`src/rtl/axi_lite_multi_adder.sv`:
```
// AXI4-Lite register file that sums NUM_OPERANDS unsigned operands one per cycle; `ADDER_SATURATE_EN clamps RESULT_LO on overflow.
// Latency: AW/W ready 1 cycle after both valids, B the cycle after; AR ready 1 cycle after arvalid, R the cycle after; sum takes NUM_OPERANDS+1 cycles.
// Backpressure: bvalid/rvalid and their payload hold until bready/rready; no new AW/AR is taken until the response completes.
module axi_lite_multi_adder #(
  parameter int DATA_WIDTH   = 32,
  parameter int ADDR_WIDTH   = 8,
  parameter int NUM_OPERANDS = 4,
  parameter int RESP_WIDTH   = 2
) (
  input  logic                    s1_axi_aclk,
  input  logic                    s1_axi_areset,
  input  logic [ADDR_WIDTH-1:0]   s1_axi_awaddr,
  input  logic                    s1_axi_awvalid,
  output logic                    s1_axi_awready,
  input  logic [DATA_WIDTH-1:0]   s1_axi_wdata,
  input  logic [DATA_WIDTH/8-1:0] s1_axi_wstrb,
  input  logic                    s1_axi_wvalid,
  output logic                    s1_axi_wready,
  output logic [RESP_WIDTH-1:0]   s1_axi_bresp,
  output logic                    s1_axi_bvalid,
  input  logic                    s1_axi_bready,
  input  logic [ADDR_WIDTH-1:0]   s1_axi_araddr,
  input  logic                    s1_axi_arvalid,
  output logic                    s1_axi_arready,
  output logic [DATA_WIDTH-1:0]   s1_axi_rdata,
  output logic [RESP_WIDTH-1:0]   s1_axi_rresp,
  output logic                    s1_axi_rvalid,
  input  logic                    s1_axi_rready
);
  localparam int CW    = $clog2(NUM_OPERANDS);
  localparam int ACC_W = DATA_WIDTH + CW;
  localparam int SW    = DATA_WIDTH / 8;
  localparam int IW    = ADDR_WIDTH - 2;
  localparam logic [IW-1:0] CTRL_W   = IW'(16);
  localparam logic [IW-1:0] STATUS_W = IW'(17);
  localparam logic [IW-1:0] RES_LO_W = IW'(18);
  localparam logic [IW-1:0] RES_HI_W = IW'(19);
  localparam logic [RESP_WIDTH-1:0] RESP_OKAY   = RESP_WIDTH'(0);
  localparam logic [RESP_WIDTH-1:0] RESP_SLVERR = RESP_WIDTH'(2);

  typedef enum logic [1:0] {W_IDLE, W_ACK, W_RESP} w_state_t;
  typedef enum logic [1:0] {R_IDLE, R_ACK, R_DATA} r_state_t;
  typedef enum logic [1:0] {C_IDLE, C_LOAD, C_DONE} c_state_t;

  w_state_t w_state_q, w_state_d;
  r_state_t r_state_q, r_state_d;
  c_state_t c_state_q, c_state_d;
  logic [DATA_WIDTH-1:0] op_q [NUM_OPERANDS];
  logic [DATA_WIDTH-1:0] op_d [NUM_OPERANDS];
  logic [ACC_W-1:0]      acc_q, acc_d, result_q, result_d;
  logic [CW-1:0]         idx_q, idx_d;
  logic                  done_q, done_d, ovf_q, ovf_d;
  logic [RESP_WIDTH-1:0] bresp_q, bresp_d, rresp_q, rresp_d;
  logic [DATA_WIDTH-1:0] rdata_q, rdata_d;
  logic [DATA_WIDTH-1:0] res_lo;
  logic [IW-1:0]         wr_word, rd_word;
  logic                  busy;
  logic                  unused_addr_bits;

  assign wr_word = s1_axi_awaddr[ADDR_WIDTH-1:2];
  assign rd_word = s1_axi_araddr[ADDR_WIDTH-1:2];
  assign busy    = (c_state_q != C_IDLE);
  assign unused_addr_bits = ^{s1_axi_awaddr[1:0], s1_axi_araddr[1:0]};

`ifdef ADDER_SATURATE_EN
  assign res_lo = ovf_q ? '1 : result_q[DATA_WIDTH-1:0];
`else
  assign res_lo = result_q[DATA_WIDTH-1:0];
`endif

  // Compute and write paths share one process: CLEAR must override a result latched in the same cycle.
  always_comb begin
    w_state_d = w_state_q;
    bresp_d   = bresp_q;
    op_d      = op_q;
    c_state_d = c_state_q;
    acc_d     = acc_q;
    idx_d     = idx_q;
    result_d  = result_q;
    done_d    = done_q;
    ovf_d     = ovf_q;
    case (c_state_q)
      C_LOAD: begin
        acc_d = acc_q + ACC_W'(op_q[idx_q]);
        if (idx_q == CW'(NUM_OPERANDS - 1)) c_state_d = C_DONE;
        else idx_d = idx_q + CW'(1);
      end
      C_DONE: begin
        result_d  = acc_q;
        ovf_d     = |acc_q[ACC_W-1:DATA_WIDTH];
        done_d    = 1'b1;
        c_state_d = C_IDLE;
      end
      default: ;
    endcase
    case (w_state_q)
      W_IDLE: if (s1_axi_awvalid && s1_axi_wvalid) w_state_d = W_ACK;
      W_ACK: begin
        w_state_d = W_RESP;
        bresp_d   = RESP_OKAY;
        if (wr_word < IW'(NUM_OPERANDS)) begin
          if (busy) bresp_d = RESP_SLVERR;
          else begin
            for (int i = 0; i < NUM_OPERANDS; i++) begin
              if (wr_word == IW'(i)) begin
                for (int b = 0; b < SW; b++) begin
                  if (s1_axi_wstrb[b]) op_d[i][8*b +: 8] = s1_axi_wdata[8*b +: 8];
                end
              end
            end
          end
        end else if (wr_word == CTRL_W) begin
          if (s1_axi_wstrb[0] && s1_axi_wdata[1]) begin
            for (int i = 0; i < NUM_OPERANDS; i++) op_d[i] = '0;
            result_d = '0;
            ovf_d    = 1'b0;
            done_d   = 1'b0;
          end else if (s1_axi_wstrb[0] && s1_axi_wdata[0]) begin
            if (busy) bresp_d = RESP_SLVERR;
            else begin
              c_state_d = C_LOAD;
              acc_d     = '0;
              idx_d     = '0;
              done_d    = 1'b0;
            end
          end
        end else begin
          bresp_d = RESP_SLVERR;
        end
      end
      W_RESP: if (s1_axi_bready) w_state_d = W_IDLE;
      default: w_state_d = W_IDLE;
    endcase
  end

  always_comb begin
    r_state_d = r_state_q;
    rdata_d   = rdata_q;
    rresp_d   = rresp_q;
    case (r_state_q)
      R_IDLE: if (s1_axi_arvalid) r_state_d = R_ACK;
      R_ACK: begin
        r_state_d = R_DATA;
        rdata_d   = '0;
        rresp_d   = RESP_OKAY;
        if (rd_word < IW'(NUM_OPERANDS)) begin
          for (int i = 0; i < NUM_OPERANDS; i++) begin
            if (rd_word == IW'(i)) rdata_d = op_q[i];
          end
        end else if (rd_word == CTRL_W) rdata_d = '0;
        else if (rd_word == STATUS_W) rdata_d = DATA_WIDTH'({ovf_q, done_q, busy});
        else if (rd_word == RES_LO_W) rdata_d = res_lo;
        else if (rd_word == RES_HI_W) rdata_d = DATA_WIDTH'(result_q[ACC_W-1:DATA_WIDTH]);
        else rresp_d = RESP_SLVERR;
      end
      R_DATA: if (s1_axi_rready) r_state_d = R_IDLE;
      default: r_state_d = R_IDLE;
    endcase
  end

  always_ff @(posedge s1_axi_aclk) begin
    if (s1_axi_areset) begin
      w_state_q <= W_IDLE;
      r_state_q <= R_IDLE;
      c_state_q <= C_IDLE;
      op_q      <= '{default: '0};
      acc_q     <= '0;
      result_q  <= '0;
      idx_q     <= '0;
      done_q    <= 1'b0;
      ovf_q     <= 1'b0;
      bresp_q   <= '0;
      rresp_q   <= '0;
      rdata_q   <= '0;
    end else begin
      w_state_q <= w_state_d;
      r_state_q <= r_state_d;
      c_state_q <= c_state_d;
      op_q      <= op_d;
      acc_q     <= acc_d;
      result_q  <= result_d;
      idx_q     <= idx_d;
      done_q    <= done_d;
      ovf_q     <= ovf_d;
      bresp_q   <= bresp_d;
      rresp_q   <= rresp_d;
      rdata_q   <= rdata_d;
    end
  end

  assign s1_axi_awready = (w_state_q == W_ACK);
  assign s1_axi_wready  = (w_state_q == W_ACK);
  assign s1_axi_bvalid  = (w_state_q == W_RESP);
  assign s1_axi_bresp   = bresp_q;
  assign s1_axi_arready = (r_state_q == R_ACK);
  assign s1_axi_rvalid  = (r_state_q == R_DATA);
  assign s1_axi_rdata   = rdata_q;
  assign s1_axi_rresp   = rresp_q;
endmodule

```
`config.mk`:
```
export PLATFORM = sky130hd
export DESIGN_NAME = axi_lite_multi_adder
export DESIGN_NICKNAME = d
export VERILOG_FILES = /design/src/rtl/axi_lite_multi_adder.sv
export SDC_FILE = /design/constraint.sdc
export NUM_CORES = 1
export LEC_CHECK = 0
export ABC_AREA = 0
export BUFFER_PORTS_ARGS = -buffer_cell sky130_fd_sc_hd__clkbuf_2
export CELL_PAD_IN_SITES_DETAIL_PLACEMENT = 0
export CELL_PAD_IN_SITES_GLOBAL_PLACEMENT = 2
export CORE_ASPECT_RATIO = 1.5
export CORE_MARGIN = 8
export CORE_UTILIZATION = 36
export CTS_CLUSTER_SIZE = 20
export DETAILED_ROUTE_END_ITERATION = 10
export MAX_ROUTING_LAYER = met4
export PLACE_DENSITY = 0.82
export SLEW_MARGIN = 10
export SYNTH_ARGS = -nofsm -noshare
export SYNTH_HDL_FRONTEND = slang
export SYNTH_SLANG_ARGS = --single-unit
```
`constraint.sdc`:
```
create_clock -name s1_axi_aclk -period 4.9 [get_ports s1_axi_aclk]
set_input_delay 0.735 -clock s1_axi_aclk [delete_from_list [all_inputs] [get_ports s1_axi_aclk]]
set_output_delay 0.735 -clock s1_axi_aclk [all_outputs]
set_load 0.01 [all_outputs]
```
# Word-level counts from Yosys, hierarchy flattened
# Index checks and enable logic that the tools add are counted.
op_classes:
  n_addsub: 2
  order_cmp: 3
  n_eq_ne: 31
  n_mux: 80
  n_bitwise: 1
  n_reduce_logical: 29
ops:
  columns: ["cell", "n"]
  rows:
  - ["$mux W128", 4]
  - ["$mux W32", 14]
  - ["$mux W34", 12]
  - ["$reduce_and A6 Y1", 16]
  - ["$bmux W32 S2", 1]
  - ["$mux W2", 30]
  - ["$add A34 B32 Y34", 1]
  - ["$mux W8", 4]
  - ["$eq A6 B5 Y1 const B", 5]
  - ["$eq A6 B2 Y1 const B", 4]
  - ["$ne A2 B2 Y1 const B", 7]
  - ["$eq A6 B1 Y1 const B", 2]
  - ["$logic_not A6 Y1", 2]
  - ["$lt A6 B3 Y1 const B", 2]
  - ["$mux W1", 12]
  - ["$ne A2 B1 Y1 const B", 6]
  - ["$pmux W2 S3", 2]
  - ["$eq A2 B2 Y1 const B", 4]
  - ["$eq A2 B1 Y1 const B", 3]
  - ["$reduce_bool A2 Y1", 3]
  - ["$logic_not A2 Y1", 2]
  - ["$pmux W2 S2", 1]
  - ["$reduce_and A2 Y1", 2]
  - ["$ge A3 B3 Y1 const B", 1]
  - ["other kinds (4)", 6]
word_totals:
  regBits: 242
  in_bits: 59
  output_inout_bits: 41
  wordCells: 173

# Depth between registers and ports, before layout
# Gate-level depths: netlist of run 1.
logic_depth:
  word_depth: 12
  mapped_depth: 14
  depth_no_buf: 12

# Worst setup path after synthesis of run 1
# OpenSTA, ideal clock, no wires.
synth_path:
  kind: "reg-to-reg"
  start: "register idx_q[1]"
  end: "register acc_q[23]"
  setup_ps: 116
  arrival_ps: 3682
  slack_ps: 1102
  path_stages_with_launch: 14
  path_cell_list: "dfxtp_1 clkbuf_1 clkbuf_1 buf_2 mux4_2 ha_1 a21o_2 a31o_2 o211ai_1 a311oi_1 o31ai_2 o21ai_2 mux2i_1 a31o_2"
synth_between:
  elab_chain_cells: 12
synth_rtl:
  columns: ["element", "line_no", "source"]
  rows:
  - ["start: declaration", "51", "logic [CW-1:0] idx_q, idx_d;"]
  - ["start signal: assignment", "182", "idx_q <= idx_d;"]
  - ["$not A2 Y3 (implied by the code) (*)", "84", "acc_d = acc_q + ACC_W'(op_q[idx_q]);"]
  - ["$bmux W32 S2 (*)", "84", null]
  - ["$mux W32 (implied by the code) (*) (2 in a row)", "84", null]
  - ["$add A34 B32 Y34 (*)", "84", null]
  - ["$mux W34 (*)", "82", "case (c_state_q)"]
  - ["$mux W34", "119", "if (busy) bresp_d = RESP_SLVERR;"]
  - ["$mux W34", "118", "end else if (s1_axi_wstrb[0] && s1_axi_wdata[0]) begin"]
  - ["$mux W34", "113", "if (s1_axi_wstrb[0] && s1_axi_wdata[1]) begin"]
  - ["$mux W34", "112", "end else if (wr_word == CTRL_W) begin"]
  - ["$mux W34", "101", "if (wr_word < IW'(NUM_OPERANDS)) begin"]
  - ["$mux W34 (*)", "96", "case (w_state_q)"]
  - ["end signal: assignment", "167", "acc_q <= '0;"]
  - ["end signal: assignment", "180", "acc_q <= acc_d;"]
  - ["end: declaration", "50", "logic [ACC_W-1:0] acc_q, acc_d, result_q, result_d;"]
# Every way passes the cells marked *; elsewhere a longest branch is shown, timed or not. The select of a mux whose other input is x is not followed.
# A chain may end at the register's enable or synchronous reset.

# Worst setup path in the final report of run 1
layout_path:
  start: "register idx_q[0]"
  end: "register acc_q[29]"
# The elaborated chain is that of the path after synthesis.

==> flow_summary.html, run 1 <==
<table>
<tr><th>Metric</th><th>Value</th></tr>
<tr><th colspan="2">Synthesis</th></tr>
<tr><td>Cells after Synth</td><td>around 1.5k</td></tr>
<tr><td>EDFF count, synth</td><td>0</td></tr>
<tr><td>Main synth FF type</td><td>sky130_fd_sc_hd__dfxtp_1</td></tr>
<tr><td>Post-synthesis instance area</td><td>approximately 12000 um2</td></tr>
<tr><td>Average cell area after synthesis</td><td>between 8 and 9 um2</td></tr>
<tr><td>Post-synth top area share</td><td>between 30% and 40%</td></tr>
<tr><td>Cell with the most instances after synthesis</td><td>sky130_fd_sc_hd__nor2_1</td></tr>
<tr><td>Area leader, netlist</td><td>sky130_fd_sc_hd__dfxtp_1</td></tr>
<tr><td>Top cells by count, synth</td><td>314 x sky130_fd_sc_hd__nor2_1, 262 x sky130_fd_sc_hd__a21oi_1, 240 x sky130_fd_sc_hd__dfxtp_1</td></tr>
<tr><td>Main area contributors after synthesis</td><td>sky130_fd_sc_hd__dfxtp_1 39%, sky130_fd_sc_hd__a21oi_1 11%, sky130_fd_sc_hd__nor2_1 9.6%</td></tr>
<tr><td>Share of synthesized area occupied by flip-flops and latches</td><td>39.2%</td></tr>
<tr><td>Async set or reset register ratio after synthesis</td><td>0%</td></tr>
<tr><td>Warning count from the yosys run</td><td>0</td></tr>
<tr><td>Synthesis-stage register bit count</td><td>240</td></tr>
<tr><td>Count of cell types in the netlist</td><td>74</td></tr>
<tr><th colspan="2">Worst setup path</th></tr>
<tr><td>Type of origin of the critical path</td><td>register</td></tr>
<tr><td>Cell repeated most along the worst path</td><td>sky130_fd_sc_hd__o21ai_0</td></tr>
<tr><td>Slowest cell on the critical path</td><td>sky130_fd_sc_hd__mux4_2</td></tr>
<tr><td>Worst Path Class, Setup</td><td>reg2reg</td></tr>
<tr><td>Required time reported for the critical path endpoint</td><td>5.31 ns</td></tr>
<tr><td>Nature of the critical path endpoint</td><td>register</td></tr>
<tr><td>Delay of the slowest cell on the worst path</td><td>between 0.5 and 0.6 ns</td></tr>
<tr><td>Arrival time worst endpoint</td><td>around 4.3 ns</td></tr>
<tr><td>Critical path, cell by cell</td><td>buf_4 -&gt; mux4_2 -&gt; ha_1 -&gt; a21o_2 -&gt; a31o_2 -&gt; o21ai_0 -&gt; nor2_1 -&gt; a41oi_1 -&gt; a31oi_1 -&gt; xnor2_1 -&gt; o21ai_0</td></tr>
<tr><td>Crit-path max FO</td><td>11</td></tr>
<tr><th colspan="2">Routing</th></tr>
<tr><td>Post-detailed-route wirelength per cell</td><td>between 20 and 25 um</td></tr>
<tr><td>Via Count</td><td>about 11k</td></tr>
<tr><td>Starting DRC count in detailed routing</td><td>between 700 and 800</td></tr>
<tr><td>Post-route antenna net violation count</td><td>0</td></tr>
<tr><td>Pre-Repair DR Iteration Count</td><td>7</td></tr>
<tr><td>Vias per cell</td><td>approximately 5.6</td></tr>
<tr><td>Number of DRC violations after detailed routing</td><td>0</td></tr>
<tr><td>Total routed wirelength</td><td>approximately 40000 um</td></tr>
<tr><th colspan="2">Global routing</th></tr>
<tr><td>Remaining global-route overflow</td><td>0</td></tr>
<tr><td>Initial antenna violation count</td><td>0</td></tr>
<tr><td>Total global-route track usage</td><td>between 15 and 20%</td></tr>
<tr><td>Maximum number of pins on one net before global-route repair</td><td>95</td></tr>
<tr><td>Global-route wire length before repair</td><td>~62000 um</td></tr>
<tr><td>Number of global-route vias before repair</td><td>roughly 11k</td></tr>
<tr><th colspan="2">CTS</th></tr>
<tr><td>CTS Buffer Depth</td><td>3</td></tr>
<tr><td>Num CTS Buffers</td><td>25</td></tr>
<tr><td>TritonCTS clock tree</td><td>done</td></tr>
<tr><td>CTS root buffer</td><td>sky130_fd_sc_hd__clkbuf_16</td></tr>
<tr><td>Post CTS Setup Buffer Count</td><td>0</td></tr>
<tr><td>Post-cts gate resize count</td><td>0</td></tr>
<tr><td>H-tree Lvls</td><td>1</td></tr>
<tr><td>Clock slew at the register clock pins of the worst setup and hold paths</td><td>0.07 ns</td></tr>
<tr><td>Worst-Skew Late Latency</td><td>0.54 ns</td></tr>
<tr><td>Clk sinks</td><td>240</td></tr>
<tr><td># hold bufs at CTS</td><td>0</td></tr>
<tr><th colspan="2">Place</th></tr>
<tr><td>Final HPWL DP</td><td>approximately 28000 um</td></tr>
<tr><td>Buffers on Ports</td><td>93</td></tr>
<tr><td>Final weighted congestion in routability-driven placement</td><td>0.835</td></tr>
<tr><th colspan="2">Layout</th></tr>
<tr><td>Synthesis-to-layout area growth</td><td>12.9%</td></tr>
<tr><td>Final nets</td><td>1632</td></tr>
<tr><td>Antenna Cells</td><td>0</td></tr>
<tr><td>Ratio of cells with drive above 1 in the final layout</td><td>13.8%</td></tr>
<tr><td>Final core utilization</td><td>slightly above 40%</td></tr>
<tr><td>Total of fill cells in the finished design</td><td>3504</td></tr>
<tr><th colspan="2">Timing</th></tr>
<tr><td>Unrepaired setup endpoints after global routing</td><td>false</td></tr>
<tr><td>Setup violation total in the final timing report</td><td>0</td></tr>
<tr><td>Highest clock rate</td><td>260 MHz</td></tr>
<tr><td>Count of endpoints failing hold in the final timing report</td><td>0</td></tr>
<tr><td>Slew of the pin with the lowest slew margin</td><td>around 1.0 ns</td></tr>
<tr><td>Post-Route Skew</td><td>~0.012 ns</td></tr>
<tr><td>Worst slew margin relative to its limit</td><td>about a third</td></tr>
<tr><td>Final Slew Violations</td><td>0</td></tr>
<tr><td>Final TNS setup</td><td>0 ns</td></tr>
<tr><td>Min Tclk post-route</td><td>3.85 ns</td></tr>
<tr><td>Share of the clock period used by the worst path</td><td>around 79%</td></tr>
<tr><th colspan="2">Floorplanning</th></tr>
<tr><td>Area enclosed by the die boundary</td><td>about 40000 um2</td></tr>
<tr><td>Y dimension of the die</td><td>242 um</td></tr>
<tr><td>Width of the die</td><td>167 um</td></tr>
<tr><td>Starting density of the core</td><td>between 30% and 40%</td></tr>
<tr><td>Count of boundary I/O pins</td><td>100</td></tr>
<tr><td>Placeable core region</td><td>between 30000 and 40000 um2</td></tr>
<tr><td>Number of core rows</td><td>83</td></tr>
<tr><th colspan="2">Power and ir drop</th></tr>
<tr><td>Leak Pwr</td><td>roughly 5 nW</td></tr>
<tr><td>IR drop worst, VDD</td><td>~0.00031 V</td></tr>
<tr><td>Power density of the placed cells</td><td>298 nW/um2</td></tr>
<tr><th colspan="2">Run status</th></tr>
<tr><td>Result of the run</td><td>complete, no violations</td></tr>
<tr><th colspan="2">Min path</th></tr>
<tr><td>Kind of path behind the tightest hold check</td><td>in2reg</td></tr>
<tr><th colspan="2">Flow run</th></tr>
<tr><td>Max-cap violations</td><td>0</td></tr>
</table>
-- per-layer routing --
| metal | track usage, % | up-vias | routed length [um] |
|---|---|---|---|
| li1 | - | 5427 | - |
| met1 | 24.4 | 5341 | 17500 |
| met2 | 32.8 | 294 | 19400 |
| met3 | 2.02 | 66 | 1940 |
| met4 | 7.52 | 0 | 1330 |
| met5 | - | - | 0 |
-- registers in the layout, indices dropped and copies added (netlist names) --
signal,cells
acc_q,34
c_state_q,2
s1_axi_rresp,1
idx_q,2
s1_axi_rdata,32
ovf_q,1
r_state_q,2
op_q,128
s1_axi_bresp,1
result_q,34
w_state_q,2
done_q,1
-- final cells by class --
class                   instances  area, um2  area share, %
multi-input cells            1136       6980           50.4
flip-flops and latches        240       4810           34.7
clock buffers                  32        682           4.93
repair buffers                117        648           4.68
well taps                     425        532           3.84
clock inverters                11        130          0.940
inverters                      17       63.8          0.461
-- cells by family after synthesis --
family,after synthesis,share of synthesized area [%]
other,1,0.0306
adders and majority gates,36,3.74
buffers and inverters,126,4.40
and+or+nand+nor,495,17.0
AOI/OAI and AO/OA,496,23.9
muxes,82,9.97
xor gates and xnor gates,25,1.79
DFF,240,39.2
-- report_power, final --
part	switching, W	internal [W]	total [W]
Clock	0.000818	0.00113	0.00195
Combinational	0.000133	0.0000574	0.000190
Sequential	0.0000120	0.00197	0.00198
-- per-stage QoR --
step	power (W)	hold WS [ns]	setup WS, ns	instances	instance area, um2
global placement	0.00222	0.418	1.10	1935	13000
finish	0.00413	0.405	1.05	1978	13800
detailed placement	0.00222	0.431	1.07	1935	13000
global route	0.00427	0.408	0.851	1978	13800
floorplan	0.00213	0.406	1.10	1502	12300
CTS	0.00417	0.382	1.06	1978	13800
-- worst max-delay path: cells and delay by family, from the launching register on --
kind,cells,cell delay [ns]
muxes,1,0.56
adders and majority gates,1,0.39
and+or+nand+nor,1,0.12
xor gates and xnor gates,1,0.17
buffers and inverters,1,0.23
AOI/OAI and AO/OA,6,1.69
DFF,1,0.55
-- path summary, 6_finish.rpt --
check / from / end / slack, ns / cells past startpoint
worst max register to register: idx_q[0] / acc_q[29] / 1.05 / 11
worst min register to register: r_state_q[1] / r_state_q[0] / 0.45 / 1
worst min-delay path: s1_axi_wvalid / w_state_q[0] / 0.40 / 3
worst max-delay path: idx_q[0] / acc_q[29] / 1.05 / 11
-- cells in the final DEF (no fill, tap or decap), types with 7 or more instances in the layout --
| cell | netlist | final |
|---|---|---|
| sky130_fd_sc_hd__nand2b_1 | 7 | 7 |
| sky130_fd_sc_hd__a21o_1 | 12 | 12 |
| sky130_fd_sc_hd__nor2b_1 | 7 | 7 |
| sky130_fd_sc_hd__clkbuf_16 | 0 | 25 |
| sky130_fd_sc_hd__ha_1 | 35 | 34 |
| sky130_fd_sc_hd__nand2_1 | 94 | 94 |
| sky130_fd_sc_hd__inv_1 | 16 | 15 |
| sky130_fd_sc_hd__xnor2_1 | 16 | 16 |
| sky130_fd_sc_hd__mux2i_1 | 49 | 49 |
| sky130_fd_sc_hd__a32oi_1 | 25 | 25 |
| sky130_fd_sc_hd__nor3_1 | 17 | 15 |
| sky130_fd_sc_hd__xor2_1 | 9 | 9 |
| sky130_fd_sc_hd__a211oi_1 | 11 | 11 |
| sky130_fd_sc_hd__o21ai_0 | 89 | 89 |
| sky130_fd_sc_hd__a22oi_1 | 48 | 48 |
| sky130_fd_sc_hd__nand4_1 | 9 | 9 |
| sky130_fd_sc_hd__a21oi_1 | 262 | 262 |
| sky130_fd_sc_hd__dfxtp_1 | 240 | 238 |
| sky130_fd_sc_hd__clkbuf_2 | 1 | 92 |
| sky130_fd_sc_hd__buf_4 | 4 | 25 |
| sky130_fd_sc_hd__nand3_1 | 12 | 12 |
| sky130_fd_sc_hd__nor2_1 | 314 | 312 |
| sky130_fd_sc_hd__clkinv_2 | 0 | 8 |
| sky130_fd_sc_hd__mux4_2 | 32 | 32 |
Note: power is estimated with default switching activity, not from simulation.
==> run 2, diff against run 1 <==
- CORE_UTILIZATION: 36 -> 33
- PLACE_DENSITY: 0.82 -> 0.8
- clock period: 4.9 -> 3.17 ns (I/O delays scaled with it)
==> run 2 against run 1 <==
The run now ends with negative setup slack left. Critical path depth grew 3. Sequential cell count is the same. Wire length grew 7.9%. Sequential share of layout area shrank 4.9 points. Setup slack lost 1.1 ns. Non-clock buffer count grew 183. Largest power group is now clock.
==> flow_summary.html, run 2 (synthesized netlist as in run 1, its figures left out) <==
<table>
<tr><th>Metric</th><th>Value</th></tr>
<tr><th colspan="2">Floorplanning</th></tr>
<tr><td>Count of boundary I/O pins</td><td>100 (unchanged)</td></tr>
<tr><td>Starting density of the core</td><td>33.4% (-2.8 points)</td></tr>
<tr><td>Number of core rows</td><td>86 (+3.6%)</td></tr>
<tr><td>Placeable core region</td><td>36700 um2 (+8.4%)</td></tr>
<tr><td>Width of the die</td><td>173 um (+4.0%)</td></tr>
<tr><td>Area enclosed by the die boundary</td><td>43700 um2 (+8.3%)</td></tr>
<tr><td>Y dimension of the die</td><td>252 um (+4.2%)</td></tr>
<tr><th colspan="2">Layout</th></tr>
<tr><td>Regs by FF count</td><td>op_q: 128 flops, acc_q: 34 flops, result_q: 34 flops</td></tr>
<tr><td>Total of fill cells in the finished design</td><td>3641 (+3.9%)</td></tr>
<tr><td>Final nets</td><td>1816 (+11%)</td></tr>
<tr><td>Biggest register</td><td>op_q</td></tr>
<tr><td>Ratio of cells with drive above 1 in the final layout</td><td>27.1% (+13 points)</td></tr>
<tr><td>Synthesis-to-layout area growth</td><td>31.8%</td></tr>
<tr><td>Highest-count cells in the layout ignoring fill and taps</td><td>309 x sky130_fd_sc_hd__nor2_1, 250 x sky130_fd_sc_hd__a21oi_1, 238 x sky130_fd_sc_hd__dfxtp_1, 184 x sky130_fd_sc_hd__buf_4, 93 x sky130_fd_sc_hd__nand2_1</td></tr>
<tr><td>Final core utilization</td><td>44.0% (+3.1 points)</td></tr>
<tr><td>Antenna Cells</td><td>0 (unchanged)</td></tr>
<tr><td>Most frequent standard cell in the layout excluding fill and tap cells</td><td>sky130_fd_sc_hd__nor2_1</td></tr>
<tr><td>Number of flip-flops in the largest register</td><td>128 (unchanged)</td></tr>
<tr><th colspan="2">Timing</th></tr>
<tr><td>Final Slew Violations</td><td>0 (unchanged)</td></tr>
<tr><td>Unrepaired setup endpoints after global routing</td><td>true</td></tr>
<tr><td>Min Tclk post-route</td><td>3.24 ns (-0.609 ns)</td></tr>
<tr><td>Share of the clock period used by the worst path</td><td>102% (+24 points)</td></tr>
<tr><td>Fin worst setup slack</td><td>-0.0728 ns (-1.12 ns)</td></tr>
<tr><td>Worst slew margin relative to its limit</td><td>35.1% (+3.7 points)</td></tr>
<tr><td>Count of endpoints failing hold in the final timing report</td><td>0 (unchanged)</td></tr>
<tr><td>Final TNS setup</td><td>-0.246 ns (-0.246 ns)</td></tr>
<tr><td>Setup violation total in the final timing report</td><td>6 (+6)</td></tr>
<tr><td>Post-Route Skew</td><td>0.0116 ns (-0.000244 ns)</td></tr>
<tr><td>Slew of the pin with the lowest slew margin</td><td>0.972 ns (-0.0571 ns)</td></tr>
<tr><td>Highest clock rate</td><td>308 MHz (+19%)</td></tr>
<tr><th colspan="2">Worst setup path</th></tr>
<tr><td>Type of origin of the critical path</td><td>register</td></tr>
<tr><td>Worst Reg2Reg Path Length in Cells</td><td>14 (+3)</td></tr>
<tr><td>Family with the most delay on the worst path</td><td>compound AO/OA/AOI/OAI gates</td></tr>
<tr><td>Setup slack, reg-to-reg</td><td>-0.07 ns (-1.12 ns)</td></tr>
<tr><td>Slowest cell on the critical path</td><td>sky130_fd_sc_hd__mux4_2</td></tr>
<tr><td>Crit. path cell count</td><td>14 (+3)</td></tr>
<tr><td>Required time reported for the critical path endpoint</td><td>3.59 ns (-1.72 ns)</td></tr>
<tr><td>Delay of the slowest cell on the worst path</td><td>0.38 ns (-0.18 ns)</td></tr>
<tr><td>Total buffers and inverters traversed by the critical path</td><td>3 (+2)</td></tr>
<tr><td>Critical path, cell by cell</td><td>buf_6 -&gt; mux4_2 -&gt; ha_4 -&gt; inv_2 -&gt; fa_2 -&gt; and2b_2 -&gt; o2111ai_2 -&gt; a21oi_2 -&gt; a41oi_2 -&gt; buf_4 -&gt; or3_4 -&gt; o21bai_1 -&gt; xnor2_1 -&gt; o21ai_1</td></tr>
<tr><td>Arrival time worst endpoint</td><td>3.66 ns (-0.60 ns)</td></tr>
<tr><td>Worst Path Class, Setup</td><td>reg2reg</td></tr>
<tr><td>Nature of the critical path endpoint</td><td>register</td></tr>
<tr><td>End of the worst register-to-register path</td><td>acc_q[26]</td></tr>
<tr><td>Crit-path max FO</td><td>4 (-7)</td></tr>
<tr><td>Launch point of the worst reg-to-reg path</td><td>idx_q[1]</td></tr>
<tr><th colspan="2">Run status</th></tr>
<tr><td>Result of the run</td><td>finished, violations left</td></tr>
<tr><td>Violations in the final reports</td><td>negative setup slack</td></tr>
<tr><th colspan="2">Min path</th></tr>
<tr><td>Kind of path behind the tightest hold check</td><td>in2reg</td></tr>
<tr><td>Worst hold stages</td><td>3 (unchanged)</td></tr>
<tr><td>Worst Min Path Start</td><td>s1_axi_wvalid</td></tr>
<tr><td>Hold path endpoint</td><td>w_state_q[0]</td></tr>
<tr><th colspan="2">Place</th></tr>
<tr><td>Final HPWL DP</td><td>30300 um (+9.8%)</td></tr>
<tr><td>Final weighted congestion in routability-driven placement</td><td>0.912 (+9.2%)</td></tr>
<tr><td>Buffers on Ports</td><td>93 (unchanged)</td></tr>
<tr><th colspan="2">Global routing</th></tr>
<tr><td>Initial antenna violation count</td><td>0 (unchanged)</td></tr>
<tr><td>Total global-route track usage</td><td>19.7% (-0.042 points)</td></tr>
<tr><td>Remaining global-route overflow</td><td>0 (unchanged)</td></tr>
<tr><td>Maximum number of pins on one net before global-route repair</td><td>72 (-24%)</td></tr>
<tr><td>Global-route wire length before repair</td><td>67200 um (+8.7%)</td></tr>
<tr><td>Number of global-route vias before repair</td><td>11.9k (+10%)</td></tr>
<tr><th colspan="2">Routing</th></tr>
<tr><td>Total routed wirelength</td><td>43300 um (+7.9%)</td></tr>
<tr><td>Post-route antenna net violation count</td><td>0 (unchanged)</td></tr>
<tr><td>Post-detailed-route wirelength per cell</td><td>19.5 um (-4.0%)</td></tr>
<tr><td>Via Count</td><td>11.9k (+6.7%)</td></tr>
<tr><td>Starting DRC count in detailed routing</td><td>562 (-28%)</td></tr>
<tr><td>Pre-Repair DR Iteration Count</td><td>5 (-2)</td></tr>
<tr><td>Number of DRC violations after detailed routing</td><td>0 (unchanged)</td></tr>
<tr><td>Vias per cell</td><td>5.34 (-5.1%)</td></tr>
<tr><th colspan="2">CTS</th></tr>
<tr><td>Clock slew at the register clock pins of the worst setup and hold paths</td><td>0.06 ns (about the same)</td></tr>
<tr><td>Num CTS Buffers</td><td>26 (+4.0%)</td></tr>
<tr><td>CTS Buffer Depth</td><td>3 (unchanged)</td></tr>
<tr><td>H-tree Lvls</td><td>1 (unchanged)</td></tr>
<tr><td># hold bufs at CTS</td><td>0 (unchanged)</td></tr>
<tr><td>CTS root buffer</td><td>sky130_fd_sc_hd__clkbuf_16</td></tr>
<tr><td>TritonCTS clock tree</td><td>done</td></tr>
<tr><td>Worst-Skew Late Latency</td><td>0.55 ns (about the same)</td></tr>
<tr><td>Clk sinks</td><td>240 (unchanged)</td></tr>
<tr><th colspan="2">Power and ir drop</th></tr>
<tr><td>Power density of the placed cells</td><td>406 nW/um2 (+36%)</td></tr>
<tr><td>Leak Pwr</td><td>5.92 nW (+21%)</td></tr>
<tr><td>IR drop worst, VDD</td><td>0.000325 V (+4.0%)</td></tr>
<tr><th colspan="2">Flow run</th></tr>
<tr><td>Max-cap violations</td><td>0 (unchanged)</td></tr>
</table>
[run 2: per-stage QoR]
| step | power [W] | std cells | area, um2 | hold slack, ns | worst slack [ns] |
|---|---|---|---|---|---|
| 2_1_floorplan | 0.00329 | 1502 | 12300 | 0.406 | -0.00525 |
| 3_3_place_gp | 0.00344 | 2145 | 14300 | 0.415 | -0.302 |
| 3_5_place_dp | 0.00344 | 2145 | 14300 | 0.430 | -0.368 |
| 4_1_cts | 0.00663 | 2206 | 15700 | 0.100 | -0.0403 |
| 5_1_grt | 0.00679 | 2223 | 16200 | 0.136 | -0.171 |
| 6_report | 0.00656 | 2223 | 16200 | 0.123 | -0.0728 |
[run 2: cell type report]
class / instances / area, um2 / area share, %
multi-input cells: 1136 / 7540 / 46.7
flip-flops and latches: 240 / 4810 / 29.8
repair buffers: 300 / 2240 / 13.8
clock buffers: 36 / 779 / 4.83
well taps: 484 / 606 / 3.75
clock inverters: 10 / 111 / 0.689
inverters: 17 / 63.8 / 0.395
[run 2: power breakdown]
part / total (W) / internal (W) / switching, W / leakage [nW]
sequential: 0.00307 / 0.00305 / 0.0000182 / 1.94
clock: 0.00319 / 0.00188 / 0.00131 / 0.440
combinational: 0.000301 / 0.0000915 / 0.000209 / 3.54
total: 0.00656 / 0.00502 / 0.00154 / 5.92
[run 2: routing by layer]
layer / vias to the layer above / track usage (%) / wire, um
li1: 5811 / - / -
met1: 5717 / 23.5 / 18700
met2: 279 / 34.3 / 21800
met3: 64 / 1.95 / 1670
met4: 0 / 6.47 / 1140
met5: - / - / 0
[run 2: how the worst max path moves through the flow]
stage / start / endpoint / slack (ns)
floorplan: idx_q[1] / acc_q[23] / -0.005
global placement: idx_q[1] / acc_q[23] / -0.30
detailed placement: idx_q[1] / acc_q[27] / -0.37
CTS: idx_q[1] / acc_q[26] / -0.04
global route: idx_q[1] / acc_q[22] / -0.17
finish: idx_q[1] / acc_q[26] / -0.07
[run 2: worst min-delay path, stage by stage]
cell                       delay (ns)
sky130_fd_sc_hd__clkbuf_2        0.08
sky130_fd_sc_hd__nand2_1         0.04
sky130_fd_sc_hd__nor4_1          0.03
[run 2: timing repair]
action | 4_1_cts | 5_1_grt
buffers inserted | 14 | 17
hold endpoints to repair | 0 | 0
pin swaps | 22 | 26
resized for setup | 70 | 66
endpoints found under the setup margin | 18 | 19
gates cloned | 1 | 1
==> run 3, diff against run 2 <==
- CAP_MARGIN: unset -> 20
- SKIP_CTS_REPAIR_TIMING: unset -> 1
==> run 3 against run 2 <==
The run still ends with negative setup slack left. Critical path depth down 1. Critical endpoint is now acc_q[22]. Cell area down 0.74%. Highest routed layer unchanged. Maximum frequency down 0.39%. Clock skew up 0.0023 ns.
==> flow_summary.html, run 3 (synthesized netlist as in run 1, its figures left out) <==
<table>
<tr><th>Metric</th><th>Value</th></tr>
<tr><th colspan="2">Routing</th></tr>
<tr><td>Post-detailed-route wirelength per cell</td><td>19.5 um (+0.23%)</td></tr>
<tr><td>Vias per cell</td><td>5.36 (+0.45%)</td></tr>
<tr><td>Number of DRC violations after detailed routing</td><td>0 (unchanged)</td></tr>
<tr><td>Via Count</td><td>11.9k (+0.093%)</td></tr>
<tr><td>Starting DRC count in detailed routing</td><td>639 (+14%)</td></tr>
<tr><td>Total routed wirelength</td><td>43200 um (-0.13%)</td></tr>
<tr><td>Post-route antenna net violation count</td><td>0 (unchanged)</td></tr>
<tr><td>Pre-Repair DR Iteration Count</td><td>5 (unchanged)</td></tr>
<tr><th colspan="2">Min path</th></tr>
<tr><td>Kind of path behind the tightest hold check</td><td>in2reg</td></tr>
<tr><td>Worst hold stages</td><td>3 (unchanged)</td></tr>
<tr><td>Hold path endpoint</td><td>w_state_q[0]</td></tr>
<tr><td>Worst Min Path Start</td><td>s1_axi_wvalid</td></tr>
<tr><th colspan="2">Floorplanning</th></tr>
<tr><td>Y dimension of the die</td><td>252 um (unchanged)</td></tr>
<tr><td>Placeable core region</td><td>36700 um2 (unchanged)</td></tr>
<tr><td>Starting density of the core</td><td>33.4% (unchanged)</td></tr>
<tr><td>Count of boundary I/O pins</td><td>100 (unchanged)</td></tr>
<tr><td>Width of the die</td><td>173 um (unchanged)</td></tr>
<tr><td>Number of core rows</td><td>86 (unchanged)</td></tr>
<tr><td>Area enclosed by the die boundary</td><td>43700 um2 (unchanged)</td></tr>
<tr><th colspan="2">Layout</th></tr>
<tr><td>Synthesis-to-layout area growth</td><td>30.8%</td></tr>
<tr><td>Antenna Cells</td><td>0 (unchanged)</td></tr>
<tr><td>Most frequent standard cell in the layout excluding fill and tap cells</td><td>sky130_fd_sc_hd__nor2_1</td></tr>
<tr><td>Regs by FF count</td><td>op_q: 128 flops, acc_q: 34 flops, result_q: 34 flops</td></tr>
<tr><td>Ratio of cells with drive above 1 in the final layout</td><td>26.5% (-0.57 points)</td></tr>
<tr><td>Highest-count cells in the layout ignoring fill and taps</td><td>310 x sky130_fd_sc_hd__nor2_1, 248 x sky130_fd_sc_hd__a21oi_1, 238 x sky130_fd_sc_hd__dfxtp_1, 181 x sky130_fd_sc_hd__buf_4, 93 x sky130_fd_sc_hd__nand2_1</td></tr>
<tr><td>Number of flip-flops in the largest register</td><td>128 (unchanged)</td></tr>
<tr><td>Final nets</td><td>1808 (-0.44%)</td></tr>
<tr><td>Biggest register</td><td>op_q</td></tr>
<tr><th colspan="2">Power and ir drop</th></tr>
<tr><td>Leak Pwr</td><td>5.82 nW (-1.7%)</td></tr>
<tr><td>Power density of the placed cells</td><td>409 nW/um2 (+0.83%)</td></tr>
<tr><td>IR drop worst, VDD</td><td>0.000331 V (+1.7%)</td></tr>
<tr><td>Post-route total power</td><td>0.00656 W (about the same)</td></tr>
<tr><th colspan="2">CTS</th></tr>
<tr><td>CTS Buffer Depth</td><td>3 (unchanged)</td></tr>
<tr><td>Worst-Skew Late Latency</td><td>0.55 ns (about the same)</td></tr>
<tr><td>Clock slew at the register clock pins of the worst setup and hold paths</td><td>0.06 ns (about the same)</td></tr>
<tr><td>CTS root buffer</td><td>sky130_fd_sc_hd__clkbuf_16</td></tr>
<tr><td>TritonCTS clock tree</td><td>done</td></tr>
<tr><td>Num CTS Buffers</td><td>26 (unchanged)</td></tr>
<tr><td>H-tree Lvls</td><td>1 (unchanged)</td></tr>
<tr><td>Clk sinks</td><td>240 (unchanged)</td></tr>
<tr><th colspan="2">Worst setup path</th></tr>
<tr><td>Worst Path Class, Setup</td><td>reg2reg</td></tr>
<tr><td>Cell repeated most along the worst path</td><td>sky130_fd_sc_hd__buf_4</td></tr>
<tr><td>Critical path, cell by cell</td><td>buf_4 -&gt; mux4_2 -&gt; inv_2 -&gt; fa_2 -&gt; and2b_2 -&gt; o2111ai_4 -&gt; a21oi_2 -&gt; a41oi_2 -&gt; buf_4 -&gt; or3_4 -&gt; o31ai_4 -&gt; xnor2_1 -&gt; o21ai_1</td></tr>
<tr><td>Type of origin of the critical path</td><td>register</td></tr>
<tr><td>Total buffers and inverters traversed by the critical path</td><td>3 (unchanged)</td></tr>
<tr><td>Worst Reg2Reg Path Length in Cells</td><td>13 (-1)</td></tr>
<tr><td>Crit. path cell count</td><td>13 (-1)</td></tr>
<tr><td>End of the worst register-to-register path</td><td>acc_q[22]</td></tr>
<tr><td>Delay of the slowest cell on the worst path</td><td>0.42 ns (+0.04 ns)</td></tr>
<tr><td>Required time reported for the critical path endpoint</td><td>3.61 ns (+0.02 ns)</td></tr>
<tr><td>Family with the most delay on the worst path</td><td>compound AO/OA/AOI/OAI gates</td></tr>
<tr><td>Slowest cell on the critical path</td><td>sky130_fd_sc_hd__mux4_2</td></tr>
<tr><td>Nature of the critical path endpoint</td><td>register</td></tr>
<tr><td>Setup slack, reg-to-reg</td><td>-0.09 ns (about the same)</td></tr>
<tr><td>Launch point of the worst reg-to-reg path</td><td>idx_q[1]</td></tr>
<tr><td>Arrival time worst endpoint</td><td>3.70 ns (+0.04 ns)</td></tr>
<tr><td>Crit-path max FO</td><td>4 (unchanged)</td></tr>
<tr><th colspan="2">Timing</th></tr>
<tr><td>Highest clock rate</td><td>307 MHz (-0.39%)</td></tr>
<tr><td>Post-Route Skew</td><td>0.0140 ns (+0.00234 ns)</td></tr>
<tr><td>Unrepaired setup endpoints after global routing</td><td>true</td></tr>
<tr><td>Share of the clock period used by the worst path</td><td>103% (+0.40 points)</td></tr>
<tr><td>Fin worst setup slack</td><td>-0.0854 ns (-0.0126 ns)</td></tr>
<tr><td>Final Slew Violations</td><td>0 (unchanged)</td></tr>
<tr><td>Post-Route Hold Slack</td><td>0.122 ns (-0.000560 ns)</td></tr>
<tr><td>Slew of the pin with the lowest slew margin</td><td>0.994 ns (+0.0222 ns)</td></tr>
<tr><td>Setup violation total in the final timing report</td><td>6 (unchanged)</td></tr>
<tr><td>Count of endpoints failing hold in the final timing report</td><td>0 (unchanged)</td></tr>
<tr><td>Min Tclk post-route</td><td>3.26 ns (+0.0126 ns)</td></tr>
<tr><td>Worst slew margin relative to its limit</td><td>33.6% (-1.5 points)</td></tr>
<tr><th colspan="2">Flow run</th></tr>
<tr><td>Max-cap violations</td><td>0 (unchanged)</td></tr>
<tr><th colspan="2">Global routing</th></tr>
<tr><td>Total global-route track usage</td><td>19.5% (-0.19 points)</td></tr>
<tr><td>Initial antenna violation count</td><td>0 (unchanged)</td></tr>
<tr><td>Global-route wire length before repair</td><td>66400 um (-1.0%)</td></tr>
<tr><td>Remaining global-route overflow</td><td>0 (unchanged)</td></tr>
<tr><td>Number of global-route vias before repair</td><td>11.8k (-0.99%)</td></tr>
<tr><td>Maximum number of pins on one net before global-route repair</td><td>72 (unchanged)</td></tr>
<tr><th colspan="2">Run status</th></tr>
<tr><td>Result of the run</td><td>finished, violations left</td></tr>
<tr><td>Violations in the final reports</td><td>negative setup slack</td></tr>
<tr><th colspan="2">Place</th></tr>
<tr><td>Final weighted congestion in routability-driven placement</td><td>0.912 (unchanged)</td></tr>
<tr><td>Worst-case setup slack after placement</td><td>-0.368 ns (unchanged)</td></tr>
<tr><td>Buffers on Ports</td><td>93 (unchanged)</td></tr>
<tr><td>Final HPWL DP</td><td>30300 um (unchanged)</td></tr>
</table>
[run 3: changes by cell type in the layout (fill, tap and decap cells not counted), sizes merged]
cell	delta
clkbuf	+1
buf	-9
[run 3: worst max-delay path by stage]
| stage | startpoint | end | slack, ns |
|---|---|---|---|
| after detailed placement | idx_q[1] | acc_q[27] | -0.37 |
| after CTS | idx_q[0] | acc_q[30] | -0.39 |
| after floorplan | idx_q[1] | acc_q[23] | -0.005 |
| after global routing | idx_q[1] | acc_q[22] | -0.20 |
| after global placement | idx_q[1] | acc_q[23] | -0.30 |
| final | idx_q[1] | acc_q[22] | -0.09 |
[run 3: area by class of cell]
type	instances	area [um2]
timing repair buffer	292	2150
multi-input combinational	1136	7510
sequential	240	4810
clock inverter	10	111
tap	484	606
inverter	17	63.8
clock buffer	36	779
fill	3664	20700
[run 3: tightest hold or removal path: stages]
cell                       delay, ns
sky130_fd_sc_hd__clkbuf_2       0.08
sky130_fd_sc_hd__nand2_1        0.04
sky130_fd_sc_hd__nor4_1         0.03
[run 3: per-stage QoR]
stage	setup TNS (ns)	instance area [um2]	utilization [%]	cells
3_5_place_dp	-3.68	14300	38.9	2145
3_3_place_gp	-3.25	14300	38.9	2145
5_1_grt	-1.49	16000	43.7	2215
6_report	-0.249	16000	43.7	2215
2_1_floorplan	-0.00525	12300	-	1502
4_1_cts	-4.10	15200	41.3	2191
[run 3: report_power, final]
part	internal [W]	switching (W)	total, W
Clock	0.00188	0.00132	0.00320
Combinational	0.0000916	0.000209	0.000301
Sequential	0.00305	0.0000182	0.00307
[run 3: routing by layer]
metal	vias to the layer above	global-route usage, %	part of all wire [%]
li1	5803	-	-
met1	5732	23.3	43
met2	281	33.8	50
met3	66	1.92	3.7
met4	0	6.69	2.7
met5	-	-	0
